[src/rtl/keypad_mallet_scanner_if.sv]
// Mallet/keypad bundle between the keypad scanner and its neighbours.
// The scanner (master) drives the keypad columns and the mallet outputs and
// reads the keypad rows; the slave side is the keypad plus the game core.
interface keypad_mallet_scanner_if;
  logic [3:0] row_n;
  logic [3:0] col_n;
  logic [3:0] mallet_position;
  logic       PRESS_VALID;
  logic       key_held;

  modport master (
    input  row_n,
    output col_n,
    output mallet_position,
    output PRESS_VALID,
    output key_held
  );

  modport slave (
    output row_n,
    input  col_n,
    input  mallet_position,
    input  PRESS_VALID,
    input  key_held
  );
endinterface

[src/rtl/keypad_mallet_scanner.sv]
// keypad_mallet_scanner: scans a 4x4 active-low matrix keypad one column at a
// time, debounces press and release of the first key found, and reports each
// accepted press as a one-cycle PRESS_VALID strobe with the key code
// {row_idx, col_idx} on mallet_position.
module keypad_mallet_scanner #(
  parameter int SCAN_PERIOD = 1000,
  parameter int DEBOUNCE    = 10000,
  parameter int CNT_W       = 20
) (
  input  logic                    clk_1us,
  input  logic                    reset,
  keypad_mallet_scanner_if.master bus
);

  typedef enum logic [1:0] {
    ST_SCAN      = 2'd0,
    ST_DEB_PRESS = 2'd1,
    ST_WAIT_REL  = 2'd2
  } state_t;

  localparam logic [CNT_W-1:0] SCAN_LAST = CNT_W'(SCAN_PERIOD - 1);
  localparam logic [CNT_W-1:0] DEB_LAST  = CNT_W'(DEBOUNCE - 1);
  localparam logic [CNT_W-1:0] CNT_ONE   = CNT_W'(1);

  // Active-low one-hot column drive for a column index.
  function automatic logic [3:0] col_drive(input logic [1:0] idx);
    col_drive = ~(4'b0001 << idx);
  endfunction

  // Lowest row index whose (active-low) line is pulled down.
  function automatic logic [1:0] lowest_low(input logic [3:0] rows);
    lowest_low = 2'd0;
    for (int i = 3; i >= 0; i--) begin
      if (!rows[i]) lowest_low = 2'(i);
    end
  endfunction

  state_t           r_state;
  state_t           w_state_nxt;
  logic [CNT_W-1:0] r_cnt;
  logic [CNT_W-1:0] w_cnt_nxt;
  logic [1:0]       r_col_idx;
  logic [1:0]       w_col_idx_nxt;
  logic [3:0]       r_col_n;
  logic [1:0]       r_cand_row;
  logic [1:0]       w_cand_row_nxt;
  logic [1:0]       r_cand_col;
  logic [1:0]       w_cand_col_nxt;
  logic [3:0]       r_pos;
  logic [3:0]       w_pos_nxt;
  logic             r_pv;
  logic             w_pv_nxt;
  logic             r_held;
  logic             w_held_nxt;
  logic [3:0]       r_row_p0;
  logic [3:0]       r_row_p1;
  logic [3:0]       w_row_s;
  logic             w_cand_bit;

  assign w_row_s    = r_row_p1;
  assign w_cand_bit = w_row_s[r_cand_row];

  // Two-flop synchroniser for the asynchronous row lines (idle = released).
  always_ff @(posedge clk_1us or posedge reset) begin
    if (reset) begin
      r_row_p0 <= 4'hF;
      r_row_p1 <= 4'hF;
    end else begin
      r_row_p0 <= bus.row_n;
      r_row_p1 <= r_row_p0;
    end
  end

  // FSM state register.
  always_ff @(posedge clk_1us or posedge reset) begin
    if (reset) begin
      r_state <= ST_SCAN;
    end else begin
      r_state <= w_state_nxt;
    end
  end

  // Next state, counter, column and mallet outputs.
  always_comb begin
    w_state_nxt    = r_state;
    w_cnt_nxt      = r_cnt;
    w_col_idx_nxt  = r_col_idx;
    w_cand_row_nxt = r_cand_row;
    w_cand_col_nxt = r_cand_col;
    w_pos_nxt      = r_pos;
    w_pv_nxt       = 1'b0;
    w_held_nxt     = r_held;
    case (r_state)
      ST_SCAN: begin
        if (r_cnt == SCAN_LAST) begin
          w_cnt_nxt = '0;
          if (w_row_s != 4'hF) begin
            // Hold this column and start debouncing the lowest active row.
            w_cand_row_nxt = lowest_low(w_row_s);
            w_cand_col_nxt = r_col_idx;
            w_state_nxt    = ST_DEB_PRESS;
          end else begin
            w_col_idx_nxt = r_col_idx + 2'd1;
          end
        end else begin
          w_cnt_nxt = r_cnt + CNT_ONE;
        end
      end
      ST_DEB_PRESS: begin
        if (w_cand_bit) begin
          // Bounce or abandoned press: rescan the same column, no strobe.
          w_cnt_nxt   = '0;
          w_state_nxt = ST_SCAN;
        end else if (r_cnt == DEB_LAST) begin
          w_pv_nxt    = 1'b1;
          w_pos_nxt   = {r_cand_row, r_cand_col};
          w_held_nxt  = 1'b1;
          w_cnt_nxt   = '0;
          w_state_nxt = ST_WAIT_REL;
        end else begin
          w_cnt_nxt = r_cnt + CNT_ONE;
        end
      end
      ST_WAIT_REL: begin
        if (!w_cand_bit) begin
          w_cnt_nxt = '0;
        end else if (r_cnt == DEB_LAST) begin
          w_held_nxt    = 1'b0;
          w_cnt_nxt     = '0;
          w_col_idx_nxt = r_col_idx + 2'd1;
          w_state_nxt   = ST_SCAN;
        end else begin
          w_cnt_nxt = r_cnt + CNT_ONE;
        end
      end
      default: begin
        // Unreachable encoding: restart scanning from column 0.
        w_state_nxt   = ST_SCAN;
        w_cnt_nxt     = '0;
        w_col_idx_nxt = 2'd0;
        w_pv_nxt      = 1'b0;
        w_held_nxt    = 1'b0;
      end
    endcase
  end

  // Counter, column, candidate and output registers.
  always_ff @(posedge clk_1us or posedge reset) begin
    if (reset) begin
      r_cnt      <= '0;
      r_col_idx  <= 2'd0;
      r_col_n    <= 4'b1110;
      r_cand_row <= 2'd0;
      r_cand_col <= 2'd0;
      r_pos      <= 4'd0;
      r_pv       <= 1'b0;
      r_held     <= 1'b0;
    end else begin
      r_cnt      <= w_cnt_nxt;
      r_col_idx  <= w_col_idx_nxt;
      r_col_n    <= col_drive(w_col_idx_nxt);
      r_cand_row <= w_cand_row_nxt;
      r_cand_col <= w_cand_col_nxt;
      r_pos      <= w_pos_nxt;
      r_pv       <= w_pv_nxt;
      r_held     <= w_held_nxt;
    end
  end

  assign bus.col_n           = r_col_n;
  assign bus.mallet_position = r_pos;
  assign bus.PRESS_VALID     = r_pv;
  assign bus.key_held        = r_held;

endmodule

[src/flat_wrapper.sv]
// flat-port wrapper written by rule: the top's interface ports become plain ports
module keypad_mallet_scanner_flat 
#(
  parameter int SCAN_PERIOD = 1000,
  parameter int DEBOUNCE    = 10000,
  parameter int CNT_W       = 20
)
  (clk_1us, reset, bus_row_n, bus_col_n, bus_mallet_position, bus_PRESS_VALID, bus_key_held);
  keypad_mallet_scanner_if bus_i ();
  input  logic clk_1us;
  input  logic reset;
  input wire logic [$bits(bus_i.row_n)-1:0] bus_row_n;
  output wire logic [$bits(bus_i.col_n)-1:0] bus_col_n;
  output wire logic [$bits(bus_i.mallet_position)-1:0] bus_mallet_position;
  output wire logic [$bits(bus_i.PRESS_VALID)-1:0] bus_PRESS_VALID;
  output wire logic [$bits(bus_i.key_held)-1:0] bus_key_held;
  assign bus_i.row_n = bus_row_n;
  assign bus_col_n = bus_i.col_n;
  assign bus_mallet_position = bus_i.mallet_position;
  assign bus_PRESS_VALID = bus_i.PRESS_VALID;
  assign bus_key_held = bus_i.key_held;
  keypad_mallet_scanner #(.SCAN_PERIOD(SCAN_PERIOD), .DEBOUNCE(DEBOUNCE), .CNT_W(CNT_W)) u_core (.clk_1us(clk_1us), .reset(reset), .bus(bus_i));
endmodule
[config.mk]
export PLATFORM = sky130hd
export DESIGN_NAME = keypad_mallet_scanner_flat
export DESIGN_NICKNAME = d
export VERILOG_FILES = /design/src/rtl/keypad_mallet_scanner_if.sv /design/src/rtl/keypad_mallet_scanner.sv /design/src/flat_wrapper.sv
export SDC_FILE = /design/constraint.sdc
export NUM_CORES = 1
export LEC_CHECK = 0
export ABC_AREA = 1
export CORE_ASPECT_RATIO = 1.4
export CORE_UTILIZATION = 40
export DETAILED_ROUTE_END_ITERATION = 8
export GPL_TIMING_DRIVEN = 1
export PLACE_DENSITY = 0.63
export SLEW_MARGIN = 5
export SYNTH_ARGS = -nofsm -noshare
export SYNTH_HDL_FRONTEND = slang
export SYNTH_SLANG_ARGS = --single-unit
[constraint.sdc]
create_clock -name clk_1us -period 3.3 [get_ports clk_1us]
set_input_delay 0.825 -clock clk_1us [delete_from_list [all_inputs] [get_ports clk_1us]]
set_output_delay 0.825 -clock clk_1us [all_outputs]
set_load 0.1 [all_outputs]
==> impl_metrics.env <==
export IMPL_hold_violation_count_in_the_final_report=0
export IMPL_die_extent_in_x_um=68.2
export IMPL_detail_route_first_pass_iterations=4
export IMPL_num_rows=33
export IMPL_hold_buffers=0
export IMPL_number_of_global_route_vias_before_repair=1981
export IMPL_place_hpwl_mm=3.72
export IMPL_critical_path_n_buffers_inverters=3
export IMPL_die_height_um=94.6
export IMPL_synthCells=317
export IMPL_grt_pass1_wl_mm=8.69
export IMPL_gp_congestion=0.828
export IMPL_first_iter_violations=101
export IMPL_critical_path_startpoint_type="flip-flop"
export IMPL_worst_skew_pair_late_latency_ps=310
export IMPL_syn_num_nets=324
export IMPL_port_buffers=15
export IMPL_syn_avg_cell_area_um2=7.73
export IMPL_grt_total_usage_pct=17.8
export IMPL_ctsRootBufferMaster="clkbuf_8"
export IMPL_kind_of_end_point_of_the_critical_path="flip-flop"
export IMPL_vias=1979
export IMPL_drt_total_wl_mm=5.00
export IMPL_ctsHtreeMaxLevel=2
export IMPL_finalCritPeriodShare_pct=63.3
export IMPL_skew_ps=5.16
export IMPL_timing_critical_path_required_ps=3510
export IMPL_clk_pin_slew_worst_paths_ps=90
export IMPL_setup_viol=0
export IMPL_cp_slowest_cell="dfrtp_1"
export IMPL_design_power_total_w=0.00103
export IMPL_tritoncts="built"
export IMPL_die_area_um2=6450
export IMPL_cts_setup_buffers=0
export IMPL_timing_slew_headroom_pct=42.2
export IMPL_cts_buffers_inserted=5
export IMPL_share_clk_of_total_power_pct=41.6
export IMPL_power_density_nw_per_um2=372
export IMPL_antenna_found_initial=0
export IMPL_criticalPathCategory="flip-flop to flip-flop"
export IMPL_final_max_slew_viol_count=0
export IMPL_final_setup_tns_ps=0
export IMPL_internal_power_consumption_w=0.000807
export IMPL_core_region_area_um2=5900
export IMPL_critical_path_max_fanout=11
export IMPL_layout_nets=344
export IMPL_antenna_diode_count=0
export IMPL_detail_route_antenna_nets=0
export IMPL_top_level_ports=16
export IMPL_post_dp_cell_area_um2=2650
export IMPL_hold_path_class="flip-flop to flip-flop"
export IMPL_net_switching_power_w=0.000219
export IMPL_total_leakage_power_nw=1.40
export IMPL_grt_max_degree=44
export IMPL_cts_resized=0
export IMPL_cpLargestDelayFamily="simple AND/OR/NAND/NOR gates"
export IMPL_layout_min_cycle_time_ps=2090
export IMPL_pwr_share_comb_pct=2.3
export IMPL_finish_instance_area_um2=2760
export IMPL_final_layout_size_suffix_gt1_share_pct=17.2
export IMPL_timing_critical_path_arrival_ps=2300
export IMPL_status="completed"
export IMPL_initial_utilization_pct=41.5
export IMPL_power_sequential_fraction_pct=56.1
export IMPL_utilization_pct=46.7
export IMPL_worst_reg2reg_setup_slack_ps=1210
export IMPL_fillCellCount=593
export IMPL_worst_ir_drop_vdd_v=0.000188
export IMPL_max_stage_delay_ps=390
export IMPL_grt_overflow_total=0
export IMPL_netlist_cell_types=27
export IMPL_clock_sink_count=46
export IMPL_synth_seq_area_share_pct=47.5
export IMPL_via_per_inst=4.85
export IMPL_yosys_register_bits=46
export IMPL_p_sw_share_pct=21.3
export IMPL_rsz0062_at_grt="false"
export IMPL_areaGrowthSynthToFinish_pct=12.5
export IMPL_netlist_area_um2=2450
export IMPL_instances_no_fill=408
export IMPL_placedCellCount=400
export IMPL_drt_wirelength_per_cell_um=12.3
export IMPL_post_route_drc_count=0
export IMPL_maxCapViolCount=0
export IMPL_fmaxAchievable_mhz=478
export IMPL_max_clock_path_buffers=2
export IMPL_timing_worst_slew_pin_value_ps=866
export IMPL_crit_chain="ha_1 > nand3_2 > inv_1 > nand3_1 > nor2_2 > inv_1 > nand3_1 > nand2_2 > nand3_1 > inv_1"
export IMPL_synth_yosys_warnings=0
registers in the layout, summed over array words and instances (netlist names):
name,count
u_core.r_cnt,20
u_core.bus.col_n,4
u_core.bus.mallet_position,4
u_core.r_row_p0,4
u_core.r_row_p1,4
u_core.r_cand_col,2
u_core.r_cand_row,2
u_core.r_col_idx,2
u_core.r_state,2
u_core.bus.PRESS_VALID,1
u_core.bus.key_held,1
synthesized netlist by cell type, drive strengths merged:
cell    count  area share, %
buf         3            1.1
dfrtp      35             36
o22ai       1           0.26
xor2        3            1.1
xnor2       3            1.1
dfstp      11             12
nand2     101             16
a21oi       9            1.8
nand3b      1           0.31
nor3        8            2.7
nand4      12            3.8
ha          1           0.51
nand3      29            6.7
nor2       39            7.0
or2         2           0.51
inv        43            6.6
o21ai      15            3.1
a21boi      1           0.31
final timing paths:
check,endpoint,cells after the start,startpoint
max,u_core.r_cnt[9],10,u_core.r_cnt[0]
max reg2reg,u_core.r_cnt[9],10,u_core.r_cnt[0]
max in group asynchronous,u_core.r_row_p0[3],3,reset
min,u_core.r_row_p1[3],0,u_core.r_row_p0[3]
min reg2reg,u_core.r_row_p1[3],0,u_core.r_row_p0[3]
min in group asynchronous,u_core.r_cnt[3],2,reset
area by class of cell:
type | count | area (um2) | share of cell area (%)
tap | 70 | 87.6 | 3.18
timing repair buffer | 16 | 133 | 4.81
clock buffer | 5 | 68.8 | 2.50
inverter | 43 | 161 | 5.85
sequential | 46 | 1160 | 42.2
clock inverter | 3 | 43.8 | 1.59
multi-input combinational | 225 | 1100 | 39.8
power by group through the flow:
stage | registers, W | clock network [W] | logic, W
2_1_floorplan | 0.000585 | 0 | 0.0000136
3_3_place_gp | 0.000586 | 0 | 0.0000245
3_5_place_dp | 0.000586 | 0 | 0.0000251
4_1_cts | 0.000575 | 0.000436 | 0.0000251
5_1_grt | 0.000577 | 0.000463 | 0.0000280
6_report | 0.000576 | 0.000427 | 0.0000240
routing by layer:
| layer | share of wire, % | track usage (%) | routed length [um] |
|---|---|---|---|
| met5 | 0 | 0 | 0 |
| met4 | 1.5 | 5.73 | 74 |
| met3 | 2.2 | 3.26 | 112 |
| met2 | 53 | 33.0 | 2680 |
| met1 | 43 | 19.5 | 2140 |
metrics by stage:
step | setup WS, ps | hold slack, ps
5_1_grt | 995 | 367
6_report | 1210 | 359
2_1_floorplan | 1410 | 345
3_3_place_gp | 1240 | 346
4_1_cts | 1200 | 355
3_5_place_dp | 1200 | 350
cell usage in the layout (no fill, tap or decap), types with 2 or more instances in the layout:
cell             synthesis  final
nand2_1                 99     99
nand4_1                  9      9
o21ai_1                  5      5
buf_4                    2     11
nor3_2                   5      5
inv_2                    5      6
a21oi_1                  9      9
nor3_1                   3      3
o21ai_0                 10     10
nand4_2                  3      3
or2_2                    2      2
xnor2_1                  3      3
clkbuf_8                 0      5
dfstp_2                 11     11
nand2_2                  2      2
nand3_1                 25     25
clkdlybuf4s50_1          0      5
nor2_1                  33     33
nand3_2                  4      4
nor2_4                   2      2
nor2_2                   4      4
dfrtp_1                 35     35
xor2_1                   3      3
inv_1                   38     37
kinds of logic after synthesis:
group / after synthesis / share of synthesized area [%]
AO/OA/AOI/OAI: 26 / 5.46
XOR/XNOR: 6 / 2.14
buffers and inverters: 46 / 7.66
AND/OR/NAND/NOR: 192 / 36.7
flip-flops: 46 / 47.5
adder cells (fa/ha/maj): 1 / 0.510
No activity file was read; power rests on OpenSTA's default activity.
==> variant 1 (same flow settings) <==
Re-encode `state_t` (3 states) as one-hot, 3 bits wide.
--- a/src/rtl/keypad_mallet_scanner.sv
+++ b/src/rtl/keypad_mallet_scanner.sv
@@ -13,8 +13,8 @@
 );
 
-  typedef enum logic [1:0] {
-    ST_SCAN      = 2'd0,
-    ST_DEB_PRESS = 2'd1,
-    ST_WAIT_REL  = 2'd2
+  typedef enum logic [2:0] {
+    ST_SCAN      = 3'b001,
+    ST_DEB_PRESS = 3'b010,
+    ST_WAIT_REL  = 3'b100
   } state_t;
 
Function: same outputs for any inputs over 10 cycles, from zero or initial values and one cycle with reset high; not proved beyond that.
==> variant 1 against the unedited design <==
- global-route usage shrank 2.4 points
- sequential share of layout area shrank 0.17 points
- final area grew 2.7%
- total power shrank 6.8%
- final cell count shrank 2.0%
- non-clock buffer count is the same
- area after synthesis grew 3.9%
- routed wire length shrank 6.6%
- sequential cell count grew 1
- worst setup slack gained 0.15 ns
==> variant 1: results (changes against the unedited design) <==
* # nets final at 334 (was 344)
* IR drop worst, VDD at 0.172 mV (was 0.188 mV)
* Critical Path Max Stage Delay at 0.53 ns (was 0.39 ns)
* Fillers at 597 (was 593)
* R2r endpoint: u_core.r_cnt[16]$_DFF_PP0_ (was u_core.r_cnt[9]$_DFF_PP0_)
* GR Util met3 at 3.53% (was 3.26%)
* Status: finished, final reports clean (unchanged)
* Pin count of the biggest net entering global routing at 43 (was 44)
* Worst EP arrival at 1.11 ns (was 2.30 ns)
* Critical Path Fanout Max at 1 (was 11)
* DR iter-0 viols at 98 (was 101)
* Synth area leaders: dfrtp_1 34%, dfstp_2 12%, nand2_1 11% (was dfrtp_1 36%, nand2_1 15%, dfstp_2 12%)
* Max-slew headroom at 42.1% (was 42.2%)
* Share of layout cells above drive strength 1 at 28.7% (was 17.2%)
* Mapped Nets at 313 (was 324)
* Clk_skew at 0.00568 ns (was 0.00516 ns)
* Placed instance area at 2740 µm² (was 2650 µm²)
* Total GRT Usage at 15.4% (was 17.8%)
* GR met2 Demand/Resource at 28.0% (was 33.0%)
* Crit path launch: u_core.bus.col_n[2]$_DFF_PP1_ (was u_core.r_cnt[0]$_DFF_PP0_)
* Vias per inst at 4.86 (was 4.85)
* Most common library cells after synthesis: 72 x nand2_1, 36 x nor2_1, 35 x dfrtp_1 (was 99 x nand2_1, 38 x inv_1, 35 x dfrtp_1)
* Gpl congestion at 0.793 (was 0.828)
* First-pass GRT wire length at 8.12 mm (was 8.69 mm)
* Drt wl/cell at 11.7 µm (was 12.3 µm)
* Post-synthesis sequential area ratio at 46.8% (was 47.5%)
* Yosys cell types at 35 (was 27)
* Slowest CP cell: dfstp_2 (was dfrtp_1)
* Vias in the first global route at 1865 (was 1981)
* Top delay family on crit path: flip-flops (was simple AND/OR/NAND/NOR gates)
## variant 1: changes by cell type after synthesis, sizes merged, moves of 4 or more
| cell | delta |
|---|---|
| nor2 | +17 |
| nand3 | -4 |
| nand4 | -5 |
| a21oi | -6 |
| nor3 | +5 |
| nand2 | -16 |
## variant 1: where the power goes
part	internal (W)	switching (W)	total [W]
clock	0.000147	0.000197	0.000344
sequential	0.000585	0.00000261	0.000587
combinational	0.00000824	0.0000169	0.0000251
## variant 1: metrics by stage
stage	instances	setup WS, ns	utilization, %	hold slack [ns]
global placement	392	1.22	44.5	0.345
floorplan	306	1.38	-	0.345
detailed placement	392	1.19	44.5	0.348
CTS	400	1.35	45.9	0.361
finish	400	1.36	45.9	0.359
global route	400	1.28	45.9	0.365
## variant 1: final cells by class
type | instances | area, µm² | area share (%)
clock buffers | 5 | 68.8 | 2.43
clock inverters | 3 | 20.0 | 0.707
inverters | 41 | 156 | 5.52
multi-input cells | 216 | 1170 | 41.4
flip-flops and latches | 47 | 1190 | 42.1
well taps | 72 | 90.1 | 3.18
repair buffers | 16 | 133 | 4.68
## variant 1: cells by family (layout without fill, tap and decap cells)
logic type | after synthesis | after routing | share of synthesized area [%]
AND/OR/NAND/NOR | 191 | 191 | 39.6
flip-flops | 47 | 47 | 46.8
buffers and inverters | 43 | 65 | 7.22
AO/OA/AOI/OAI | 19 | 19 | 4.22
XOR/XNOR | 5 | 5 | 1.72
adder cells (fa/ha/maj) | 1 | 1 | 0.491
## variant 1: per-layer routing
layer	wire length, µm	vias to the layer above
met5	0	-
met4	161	0
met3	124	14
met2	2480	26
met1	1900	893
li1	-	1009
==> variant 2 (same flow settings) <==
Made on the original files. `CNT_W` is set to 20 in 2 places; all go to 30.
--- a/src/rtl/keypad_mallet_scanner.sv
+++ b/src/rtl/keypad_mallet_scanner.sv
@@ -6,5 +6,5 @@
   parameter int SCAN_PERIOD = 1000,
   parameter int DEBOUNCE    = 10000,
-  parameter int CNT_W       = 20
+  parameter int CNT_W       = 30
 ) (
   input  logic                    clk_1us,
--- a/src/flat_wrapper.sv
+++ b/src/flat_wrapper.sv
@@ -4,5 +4,5 @@
   parameter int SCAN_PERIOD = 1000,
   parameter int DEBOUNCE    = 10000,
-  parameter int CNT_W       = 20
+  parameter int CNT_W       = 30
 )
   (clk_1us, reset, bus_row_n, bus_col_n, bus_mallet_position, bus_PRESS_VALID, bus_key_held);
Function: no difference found for any inputs over 10 cycles, from zero or initial values and one cycle with reset high; that may be too few to reach the edited logic, so the function may still have changed.
==> variant 2 against the unedited design <==
- global-route usage is 1.2 points higher
- final area is 20% higher
- total power is 8.0% higher
- first-iteration DRC count is 30% higher
- via count is 27% higher
- worst setup slack better by 0.13 ns
- sequential cell count is 10 higher
- routed wire length is 32% higher
- area after synthesis is 23% higher
- count of clock-buffer cells in the layout stayed put
- largest cell class unchanged
- highest routed layer unchanged
==> variant 2: results (changes against the unedited design) <==
* Status: finished, final reports clean (unchanged)
* Vias in the first global route at 2460 (was 1981)
* IR drop worst, VDD at 0.148 mV (was 0.188 mV)
* Slowest CP cell: dfstp_2 (was dfrtp_1)
* Via count at 2507 (was 1979)
* Detailed placer's ending HPWL at 5.04 mm (was 3.72 mm)
* Post-synthesis sequential area ratio at 47.1% (was 47.5%)
* Yosys cell types at 29 (was 27)
* Vias per inst at 4.88 (was 4.85)
* Post-CTS resize count at 0 (unchanged)
* Final WS setup at 1.34 ns (was 1.21 ns)
* Top reg by flops: u_core.r_cnt (unchanged)
* Drt first pass iters at 5 (was 4)
* Share of layout cells above drive strength 1 at 11.3% (was 17.2%)
* Hold slack at 0.361 ns (was 0.359 ns)
* Worst EP arrival at 1.14 ns (was 2.30 ns)
* Critical Path Fanout Max at 1 (was 11)
* # nets final at 423 (was 344)
* DRT met1 WL at 2.70 mm (was 2.14 mm)
* Clk_skew at 0.0117 ns (was 0.00516 ns)
* Pin count of the biggest net entering global routing at 57 (was 44)
* Total GRT Usage at 19.0% (was 17.8%)
* Gate Count Post-Synth at 397 (was 317)
* Critical Path Max Stage Delay at 0.54 ns (was 0.39 ns)
* Post-synthesis compound-gate area fraction at 4.00% (was 5.46%)
* Max reg flops at 30 (was 20)
* Placed instance area at 3210 µm² (was 2650 µm²)
* First-pass GRT wire length at 11.4 mm (was 8.69 mm)
* DR iter-0 viols at 131 (was 101)
* Synth area leaders: dfrtp_1 37%, nand2_1 12%, nor2_1 10% (was dfrtp_1 36%, nand2_1 15%, dfstp_2 12%)
* Xor/xnor share of the synthesized area at 5.54% (was 2.14%)
* Placed insts at 506 (was 400)
* Final wirelength at 6.60 mm (was 5.00 mm)
* Routed wl met2 at 3.47 mm (was 2.68 mm)
* P_leak at 1.46 nW (was 1.40 nW)
## variant 2: changes by cell type after synthesis, moves of 6 or more
cell and delta:
nor2_1 +51, nor3_1 +16, xor2_1 +11, dfrtp_1 +10, o21ai_0 +7, a21oi_1 -6
## variant 2: logic make-up after synthesis
| kind of cell | Yosys count |
|---|---|
| XOR/XNOR | 19 |
| flip-flops | 56 |
| adder cells (fa/ha/maj) | 1 |
| AND/OR/NAND/NOR | 253 |
| buffers and inverters | 45 |
| AO/OA/AOI/OAI | 23 |
## variant 2: power breakdown
| part | internal (W) | switching [W] | total, W |
|---|---|---|---|
| clock network | 0.000151 | 0.000235 | 0.000386 |
| registers | 0.000695 | 0.00000277 | 0.000698 |
| logic | 0.00000768 | 0.0000173 | 0.0000250 |
## variant 2: final timing paths
path,from,endpoint,cells after the start
worst min-delay path,u_core.r_row_p0[1]$_DFF_PP1_,u_core.r_row_p1[1]$_DFF_PP1_,0
worst min register to register,u_core.r_row_p0[1]$_DFF_PP1_,u_core.r_row_p1[1]$_DFF_PP1_,0
max in group asynchronous,reset,u_core.r_cnt[5]$_DFF_PP0_,3
min in group asynchronous,reset,u_core.r_cnt[27]$_DFF_PP0_,3
worst max-delay path,u_core.bus.col_n[2]$_DFF_PP1_,bus_col_n[2],1
worst max register to register,u_core.r_cnt[0]$_DFF_PP0_,u_core.r_cnt[25]$_DFF_PP0_,10
## variant 2: cell type report
class	count	area (µm²)
clock inverter	3	21.3
tap	97	121
inverter	41	156
multi-input combinational	296	1390
timing repair buffer	16	133
clock buffer	5	68.8
sequential	56	1420
fill	771	4010
## variant 2: metal layers
layer / GRT usage [%] / up-vias
li1: - / 1289
met1: 21.9 / 1153
met2: 33.1 / 48
met3: 3.28 / 17
met4: 8.73 / 0
met5: 0 / -
